**src/rtl/uart_reg_responder.sv**
```systemverilog
// Responder end of the host UART link: parses 'W'/'R' command frames from UART_RX,
// performs one local register access and returns one response byte through UART_TX.
module uart_reg_responder #(
  parameter int ADDR_WIDTH   = 4,
  parameter int TIMEOUT_CLKS = 21700
) (
  input  logic                  i_Clock,
  input  logic                  i_Reset,
  input  logic                  i_RX_DV,
  input  logic [7:0]            i_RX_Byte,
  output logic                  o_TX_DV,
  output logic [7:0]            o_TX_Byte,
  input  logic                  i_TX_Active,
  input  logic                  i_TX_Done,
  output logic [ADDR_WIDTH-1:0] o_Reg_Addr,
  output logic                  o_Reg_Wr_En,
  output logic [7:0]            o_Reg_Wr_Data,
  output logic                  o_Reg_Rd_En,
  input  logic [7:0]            i_Reg_Rd_Data,
  output logic                  o_Busy,
  output logic [7:0]            o_Err_Count
);

  localparam int               CNT_W    = $clog2(TIMEOUT_CLKS + 1);
  localparam logic [CNT_W-1:0] CNT_LAST = CNT_W'(TIMEOUT_CLKS - 1);
  localparam logic [CNT_W-1:0] CNT_ONE  = CNT_W'(1);
  localparam logic [7:0]       OP_WRITE = 8'h57;
  localparam logic [7:0]       OP_READ  = 8'h52;
  localparam logic [7:0]       RSP_OK   = 8'h4B;
  localparam logic [7:0]       RSP_ERR  = 8'h45;

  typedef enum logic [2:0] {
    IDLE         = 3'd0,
    GET_ADDR     = 3'd1,
    GET_DATA     = 3'd2,
    REG_ACCESS   = 3'd3,
    READ_CAPTURE = 3'd4,
    SEND         = 3'd5,
    WAIT_ACT     = 3'd6,
    WAIT_DONE    = 3'd7
  } state_t;

  function automatic logic [7:0] sat_add(input logic [7:0] base, input logic [1:0] inc);
    logic [8:0] sum;
    sum = {1'b0, base} + {7'd0, inc};
    return sum[8] ? 8'hFF : sum[7:0];
  endfunction

  function automatic logic addr_ok(input logic [7:0] b);
    return (b >> ADDR_WIDTH) == 8'h00;
  endfunction

  state_t                state_r, state_s;
  logic                  is_write_r, is_write_s;
  logic [ADDR_WIDTH-1:0] addr_r, addr_s;
  logic [7:0]            tx_byte_r, tx_byte_s;
  logic [ADDR_WIDTH-1:0] reg_addr_r;
  logic [7:0]            wr_data_r;
  logic                  wr_en_r, rd_en_r, busy_r;
  logic [7:0]            err_count_r;
  logic [CNT_W-1:0]      cnt_r;
  logic                  tx_idle_s, timeout_s, overlap_s, fsm_err_s, tx_dv_s;
  logic [1:0]            err_inc_s;

  assign tx_idle_s = !i_TX_Active && !i_TX_Done;
  assign timeout_s = (cnt_r == CNT_LAST) && !i_RX_DV;
  assign overlap_s = i_RX_DV && (state_r != IDLE) && (state_r != GET_ADDR) && (state_r != GET_DATA);
  assign err_inc_s = {1'b0, fsm_err_s} + {1'b0, overlap_s};

  // Next-state, frame context and response selection
  always_comb begin
    state_s    = state_r;
    is_write_s = is_write_r;
    addr_s     = addr_r;
    tx_byte_s  = tx_byte_r;
    fsm_err_s  = 1'b0;
    tx_dv_s    = 1'b0;
    case (state_r)
      IDLE: begin
        if (i_RX_DV) begin
          if ((i_RX_Byte == OP_WRITE) || (i_RX_Byte == OP_READ)) begin
            state_s    = GET_ADDR;
            is_write_s = (i_RX_Byte == OP_WRITE);
          end else begin
            state_s   = SEND;
            tx_byte_s = RSP_ERR;
            fsm_err_s = 1'b1;
          end
        end else begin
          state_s = IDLE;
        end
      end
      GET_ADDR: begin
        if (i_RX_DV) begin
          if (!addr_ok(i_RX_Byte)) begin
            state_s   = SEND;
            tx_byte_s = RSP_ERR;
            fsm_err_s = 1'b1;
          end else begin
            addr_s  = i_RX_Byte[ADDR_WIDTH-1:0];
            state_s = is_write_r ? GET_DATA : REG_ACCESS;
          end
        end else if (timeout_s) begin
          state_s   = IDLE;
          fsm_err_s = 1'b1;
        end else begin
          state_s = GET_ADDR;
        end
      end
      GET_DATA: begin
        if (i_RX_DV) begin
          state_s = REG_ACCESS;
        end else if (timeout_s) begin
          state_s   = IDLE;
          fsm_err_s = 1'b1;
        end else begin
          state_s = GET_DATA;
        end
      end
      REG_ACCESS: begin
        if (is_write_r) begin
          state_s   = SEND;
          tx_byte_s = RSP_OK;
        end else begin
          state_s = READ_CAPTURE;
        end
      end
      READ_CAPTURE: begin
        tx_byte_s = i_Reg_Rd_Data;
        state_s   = SEND;
      end
      SEND: begin
        // Request fires in the first SEND cycle the transmitter is idle.
        if (tx_idle_s) begin
          tx_dv_s = 1'b1;
          state_s = WAIT_ACT;
        end else begin
          state_s = SEND;
        end
      end
      WAIT_ACT: begin
        if (i_TX_Active) begin
          state_s = WAIT_DONE;
        end else begin
          state_s = WAIT_ACT;
        end
      end
      WAIT_DONE: begin
        if (tx_idle_s) begin
          state_s = IDLE;
        end else begin
          state_s = WAIT_DONE;
        end
      end
      default: begin
        state_s = IDLE;
      end
    endcase
  end

  // FSM state and per-frame context
  always_ff @(posedge i_Clock) begin
    if (i_Reset) begin
      state_r    <= IDLE;
      is_write_r <= 1'b0;
      addr_r     <= {ADDR_WIDTH{1'b0}};
      tx_byte_r  <= 8'h00;
    end else begin
      state_r    <= state_s;
      is_write_r <= is_write_s;
      addr_r     <= addr_s;
      tx_byte_r  <= tx_byte_s;
    end
  end

  // Register bus: address/data only change when a strobe is issued
  always_ff @(posedge i_Clock) begin
    if (i_Reset) begin
      reg_addr_r <= {ADDR_WIDTH{1'b0}};
      wr_data_r  <= 8'h00;
      wr_en_r    <= 1'b0;
      rd_en_r    <= 1'b0;
    end else begin
      wr_en_r <= 1'b0;
      rd_en_r <= 1'b0;
      if (state_s == REG_ACCESS) begin
        reg_addr_r <= addr_s;
        wr_en_r    <= is_write_r;
        rd_en_r    <= !is_write_r;
        if (is_write_r) begin
          wr_data_r <= i_RX_Byte;
        end
      end
    end
  end

  // Inter-byte timeout counter, cleared by every received byte
  always_ff @(posedge i_Clock) begin
    if (i_Reset) begin
      cnt_r <= {CNT_W{1'b0}};
    end else if (i_RX_DV) begin
      cnt_r <= {CNT_W{1'b0}};
    end else if ((state_r == GET_ADDR) || (state_r == GET_DATA)) begin
      cnt_r <= cnt_r + CNT_ONE;
    end else begin
      cnt_r <= {CNT_W{1'b0}};
    end
  end

  // Saturating error counter and busy flag
  always_ff @(posedge i_Clock) begin
    if (i_Reset) begin
      err_count_r <= 8'h00;
      busy_r      <= 1'b0;
    end else begin
      err_count_r <= sat_add(err_count_r, err_inc_s);
      busy_r      <= (state_s != IDLE);
    end
  end

  assign o_TX_DV       = tx_dv_s;
  assign o_TX_Byte     = tx_byte_r;
  assign o_Reg_Addr    = reg_addr_r;
  assign o_Reg_Wr_En   = wr_en_r;
  assign o_Reg_Wr_Data = wr_data_r;
  assign o_Reg_Rd_En   = rd_en_r;
  assign o_Busy        = busy_r;
  assign o_Err_Count   = err_count_r;

endmodule

```
**config.mk**
```make
export PLATFORM = sky130hd
export DESIGN_NAME = uart_reg_responder
export DESIGN_NICKNAME = d
export VERILOG_FILES = /design/src/rtl/uart_reg_responder.sv
export SDC_FILE = /design/constraint.sdc
export NUM_CORES = 1
export LEC_CHECK = 0
export ABC_AREA = 1
export BUFFER_PORTS_ARGS = -buffer_cell sky130_fd_sc_hd__buf_2
export CORE_UTILIZATION = 40
export DETAILED_ROUTE_END_ITERATION = 6
export PLACE_DENSITY = 0.6
export SLEW_MARGIN = 20
export SYNTH_ARGS = -nofsm -noshare
export SYNTH_HDL_FRONTEND = slang
export SYNTH_SLANG_ARGS = --single-unit
```
**constraint.sdc**
```tcl
create_clock -name i_Clock -period 3.2 [get_ports i_Clock]
set_input_delay 0.64 -clock i_Clock [delete_from_list [all_inputs] [get_ports i_Clock]]
set_output_delay 0.64 -clock i_Clock [all_outputs]
set_load 0.01 [all_outputs]
```
Word-level counts from Yosys, hierarchy flattened

Index checks and enable logic that the tools add are counted.
Widths: inputs -> output; s select.

Bits in registers: 54
Output and inout port bits: 32

Add/subtract/negate cells: 3
Equality and inequality tests: 18
Muxes and demuxes: 32
Bitwise gates (word level): 2
Reductions and logical operators: 21

Operators with widths:

| cell                  | number |
|---|---|
| $mux 8                | 6 |
| $pmux 8 s4            | 1 |
| $pmux 3 s8            | 1 |
| $eq 8x7->1 const B    | 2 |
| $add 15x1->15 const B | 1 |
| $eq 15x15->1 const B  | 1 |
| $mux 3                | 5 |
| $eq 3x3->1 const B    | 4 |
| $mux 1                | 12 |
| $mux 4                | 3 |
| $ne 2x2->1 const B    | 5 |
| $add 8x2->9           | 1 |
| $eq 3x2->1 const B    | 3 |
| $logic_not 8->1       | 1 |
| $mux 2                | 3 |
| $reduce_and 6->1      | 1 |
| $reduce_bool 3->1     | 2 |
| $logic_and 1x1->1     | 5 |
| $logic_not 1->1       | 4 |
| $reduce_bool 4->1     | 1 |
| $eq 3x1->1 const B    | 1 |
| $logic_not 3->1       | 1 |
| $ne 3x1->1 const B    | 1 |
| $ne 3x2->1 const B    | 1 |
| 8 further kinds       | 10 |

Longest topological paths before layout

Depth in word-level cells: 8
Depth in mapped cells: 17
Gate-level depth less buffers: 17

Worst setup path before layout

Ideal clock, no wire load.

Path type: in2reg
From: in i_RX_DV
To: reg err_count_r[2] (netlist: o_Err_Count[2])
Data arrival time: 2.602 ns
Required time: 3.129 ns
Path slack: 0.527 ns
Stages on the path: 16
Cells stage by stage: buf_2 -> nor2_1 -> nand2_1 -> nor2_1 -> nand2_1 -> nor2_1 -> nor3b_1 -> nor2_1 -> fa_1 -> ha_1 -> nand3_1 -> nor3b_1 -> nand2_1 -> nor2_1 -> inv_1 -> a21oi_1

Longest elaborated chain between the ends: 8
Elaborated cells between the ends (all ways): 13

RTL lines:

| item                      | RTL line | RTL |
|---|---|---|
| from (decl)               | 9        | `input logic i_RX_DV,` |
| $logic_not 1->1           | 66       | `assign timeout_s = (cnt_r == CNT_LAST) && !i_RX_DV;` |
| $logic_and 1x1->1         | 66       |  |
| $mux 1                    | 103, 113 |  |
| $mux 1 (on tied branches) | 111, 94  |  |
| $pmux 1 s3                | 78       | `case (state_r)` |
| $add 1x1->2 (*)           | 68       | `assign err_inc_s = {1'b0, fsm_err_s} + {1'b0, overlap_s};` |
| $add 8x2->9 (*)           | 45       | `sum = {1'b0, base} + {7'd0, inc};` |
| $mux 8 (*)                | 46       | `return sum[8] ? 8'hFF : sum[7:0];` |
| to (signal assigned)      | 216      | `err_count_r <= sat_add(err_count_r, err_inc_s);` |
| to (decl)                 | 60       | `logic [7:0] err_count_r;` |

Mark *: on every way between the ends. The rest lies on a longest branch, timed or not.
A chain may end at the register's enable or synchronous reset.

Final worst setup path

From: reg cnt_r[0]
To: reg err_count_r[2] (netlist: o_Err_Count[2])

Longest elaborated chain between the ends: 8
Elaborated cells between the ends (all ways): 9

RTL lines:

| item                      | RTL line | RTL |
|---|---|---|
| from (decl)               | 61       | `logic [CNT_W-1:0] cnt_r;` |
| from (signal assigned)    | 200      | `cnt_r <= {CNT_W{1'b0}};` |
| from (signal assigned)    | 202      | `cnt_r <= {CNT_W{1'b0}};` |
| from (signal assigned)    | 204      | `cnt_r <= cnt_r + CNT_ONE;` |
| $eq 15x15->1 (*)          | 66       |  |
| $logic_and 1x1->1 (*)     | 66       |  |
| $mux 1 (*)                | 103, 113 |  |
| $mux 1 (on tied branches) | 111, 94  |  |
| $pmux 1 s3 (*)            | 78       |  |
| $add 1x1->2 (*)           | 68       |  |
| $add 8x2->9 (*)           | 45       |  |
| $mux 8 (*)                | 46       |  |

Marked as above.

==> results summary <==
The arrival time of data at the critical path endpoint came out at 3.09 ns. The internal power is 1.02 mW. The clock-pin slew of the registers on the worst-case setup and hold paths is 0.10 ns.

The clock insertion delay at the later pin of the skew report came out at 0.32 ns. The worst hold path terminates at cnt_r[0]. The fraction of power spent switching nets came out at 0.287. The global-route wire length before repair came out at 9000 um. The compound-cell area share of the yosys netlist is 0.0966.

The via count of the first global-routing pass came out at 2034. The number of placement rows is 28. The share of synthesized cell area in full adder, half adder and majority cells came out at 0.0179. The startpoint of the lowest-slack hold path is cnt_r[0]. The detailed placement HPWL came out at 3930 um. The worst vdd rail ir drop came out at 236 uV. The leakage power summed over all cells came out at 1.40 nW. The critical path's top delay family is simple AND/OR/NAND/NOR gates.

The number of nets with antenna violations after detailed routing is 0. The final cycle utilization of the critical path came out at 0.890. The count of boundary I/O pins came out at 53. The fraction of final layout cells sized beyond drive strength 1 came out at 0.191. The post-layout instance count excluding filler cells is 488.

The first routing iteration left 126 violations. The launch point of the critical path is cnt_r[0]. The total wire length after detailed routing came out at 5340 um. The maximum number of pins on one net before global-route repair came out at 24. The fraction of synthesized cell area in xor and xnor cells came out at 0.0209. Of the total power, registers draw 0.510. After detailed routing, no signal wire sits above met4.

The length of routed wiring on met1 is 2650 um. The worst setup path is captured at a register. The worst setup slack after placement came out at 0.131 ns. The number of stages on the worst hold path is 1.

CTS built an H-tree with a depth of 2. The final cell utilization of the core is 0.494. The number of buffers created by CTS came out at 5. The slew at the pin with the worst max-slew slack is 0.553 ns. The path class of the tightest hold or removal check is register to register.

The post-synthesis instance area is 0.00251 mm^2. The worst register-to-register path ends at o_Err_Count[2]. The flip-flop and latch count after synthesis is 54. Routability-driven placement finished with a final weighted congestion of 0.824. The number of logic stages on the critical path including buffering came out at 17. The dominant register cell in the synthesized netlist is dfxtp_1. The worst setup path is launched from a register.

The longest individual stage delay on the worst path is 0.37 ns. The die footprint came out at 0.00660 mm^2. The finished cells cover 0.00296 mm^2.

The number of buffer and inverter instances along the worst setup path came out at 2. The total iterations of the first detailed-routing run is 4. The total length of routed met2 wires came out at 2350 um.

The total instance count after detailed placement came out at 480. For the finished layout, the period the worst path requires is 2.85 ns. The number of nets handed over by synthesis was 383. The total power came out at 1.43 mW. The maximum achievable frequency came out at 351 MHz.

The maximum count of clock buffers along a single path came out at 2. The clock net sink count came out at 54. The slowest stage of the critical path belongs to the cell dfxtp_1. The number of remaining DRC errors came out at 0. The final setup slack of the worst path is 0.351 ns. Of the total synthesized cell area, the portion taken by AND, OR, NAND and NOR gates is 0.349. The sum of negative setup slack came out at 0 ns. The die boundary width came out at 81.3 um. The hold buffer count at cts came out at 0. The number of antenna diodes in the final layout is 0. The initial utilization of the core area, before any placement, comes to 0.419. Across all layers, the routed design uses 2300 vias.

The final number of setup-violating endpoints is 0. The average instance area after synthesis came out at 7.00 um^2. The total congestion overflow came out at 0. The total power per unit cell area came out at 483 mW/mm^2. The remaining max-slew budget at the tightest pin is 0.628. The count of warnings emitted by yosys is 0. Dividing the detail-routed wire length by the instance count gives 10.9 um. The run finished with clean final reports.

The routed wire length on met3 came out at 275 um. The distinct cell type count after synthesis is 32. The final layout contains 436 nets. Setup repair after global routing left no endpoint under its margin. The tree is rooted in a clkbuf_8. Across the run, the number of max-cap violations was 0. In this run, synthesis inferred 0 flip-flops with an integrated enable. The standard cell core area came out at 0.00599 mm^2.

STA puts the critical path data required time at 3.44 ns. The quantity of I/O buffers inserted on ports is 52. The average vias per placed instance came out at 4.71.

TritonCTS built the clock tree. The hold violation count in the final report came out at 0. The worst register-to-register path has a setup slack of 0.35 ns. The cell count after synthesis came out at 359. The sequential fraction of the synthesis area is 0.430. In this run the critical register-to-register path is launched from cnt_r[0]. The number of max-slew violations in the final report came out at 0.

The final hold slack is 0.459 ns. The fraction of power consumed by combinational cells came out at 0.156. The part of the power in the clock network came out at 0.334.

The proportion of synthesized area in mux cells came out at 0. The height of the chip is 81.3 um. The analysis attributes to net switching a power of 0.410 mW. The post-place instance area is 0.00283 mm^2. In the global route stage, overall resource usage came out at 0.175.

The number of cell instances on the worst register-to-register path is 17. The cell that appears most often on the critical path is nor2_1. After synthesis, the largest family of logic cells by area is simple AND/OR/NAND/NOR gates. The critical path is of the register to register type. The share of async-settable or async-resettable flops after synthesis came out at 0. The area growth from synthesis to final layout came out at 17.8%.

Traced cell by cell, the critical path runs through ha_1 -> inv_1 -> nor2_1 -> nand2_1 -> nor2_1 -> nand2_1 -> nor2_1 -> nor3b_1 -> nor2_1 -> fa_1 -> ha_1 -> nand3_1 -> nor3b_2 -> nand2_1 -> nor2_1 -> inv_1 -> a21oi_1. The clock arrives with 0.00971 ns of skew. The number of antenna violations at the first check in global routing came out at 0. The top fanout value on the critical path is 4.
## layout make-up
| class | instances | area [um^2] |
|---|---|---|
| flip-flops and latches | 54 | 1080 |
| well taps | 75 | 93.8 |
| inverters | 48 | 180 |
| repair buffers | 52 | 260 |
| clock buffers | 5 | 68.8 |
| clock inverters | 3 | 47.5 |
| fillers | 613 | 3030 |
| multi-input cells | 251 | 1230 |
## what timing repair did
action | 4_1_cts | 5_1_grt
setup endpoints to repair | 0 | 6
buffers inserted | 0 | 0
gates resized for setup | 0 | 2
## cell families (layout without fill, tap and decap cells)
| kind of cell | Yosys count | in the layout |
|---|---|---|
| AOI/OAI and AO/OA | 46 | 46 |
| xor gates and xnor gates | 6 | 6 |
| adders and majority gates | 3 | 3 |
| buffers and inverters | 54 | 108 |
| DFF | 54 | 54 |
| and+or+nand+nor | 196 | 196 |
## power groups by stage
stage | Sequential [mW] | Combinational, mW | Clock (mW)
finish | 0.730 | 0.222 | 0.477
global route | 0.735 | 0.257 | 0.521
floorplan | 0.750 | 0.142 | 0
detailed placement | 0.743 | 0.221 | 0
global placement | 0.744 | 0.223 | 0
CTS | 0.729 | 0.222 | 0.489
## worst max-delay path by stage
stage | to | slack, ns
after global placement | o_Err_Count[4] | 0.28
after global routing | o_Err_Count[2] | 0.007
after floorplan | o_Err_Count[2] | 0.53
after CTS | o_Err_Count[2] | 0.23
after detailed placement | o_Err_Count[2] | 0.13
final | o_Err_Count[2] | 0.35
## routing by layer
layer	global-route usage	vias to the layer above
met4	0.0589	0
li1	-	1237
met3	0.0348	5
met1	0.227	1006
met5	0	-
met2	0.290	52
## synth_stat cells, drive strengths merged (4+ instances only)
cell	count	area, um^2
nand2	82	320
nor2	75	299
dfxtp	54	1080
inv	48	180
o21ai	20	100
a21oi	18	90.1
nand3	15	75.1
nor3	8	45.0
nand4	7	58.8
a31oi	6	37.5
xor2	5	43.8
buf	4	26.3
nor3b	4	30.0
## registers in the layout, summed over array words and instances (netlist names)
register / count
is_write_r: 1
o_Err_Count: 8
o_Reg_Wr_En: 1
addr_r: 4
o_Reg_Wr_Data: 8
state_r: 3
o_Reg_Addr: 4
o_Reg_Rd_En: 1
o_Busy: 1
cnt_r: 15
o_TX_Byte: 8
## cells in the final DEF, fill, tap and decap left out, types with 3 or more instances in the layout
master    synthesis  routed
a21oi_1          18      18
a31oi_1           6       6
buf_2             3      52
clkbuf_8          0       5
dfxtp_1          54      54
inv_1            42      42
inv_2             6       6
nand2_1          79      79
nand3_1          15      15
nand4_1           6       6
nor2_1           70      70
nor2_2            4       3
nor3_1            7       7
nor3b_1           4       3
o21ai_0          19      19
xor2_1            5       5
(Power assumes the default switching activity.)
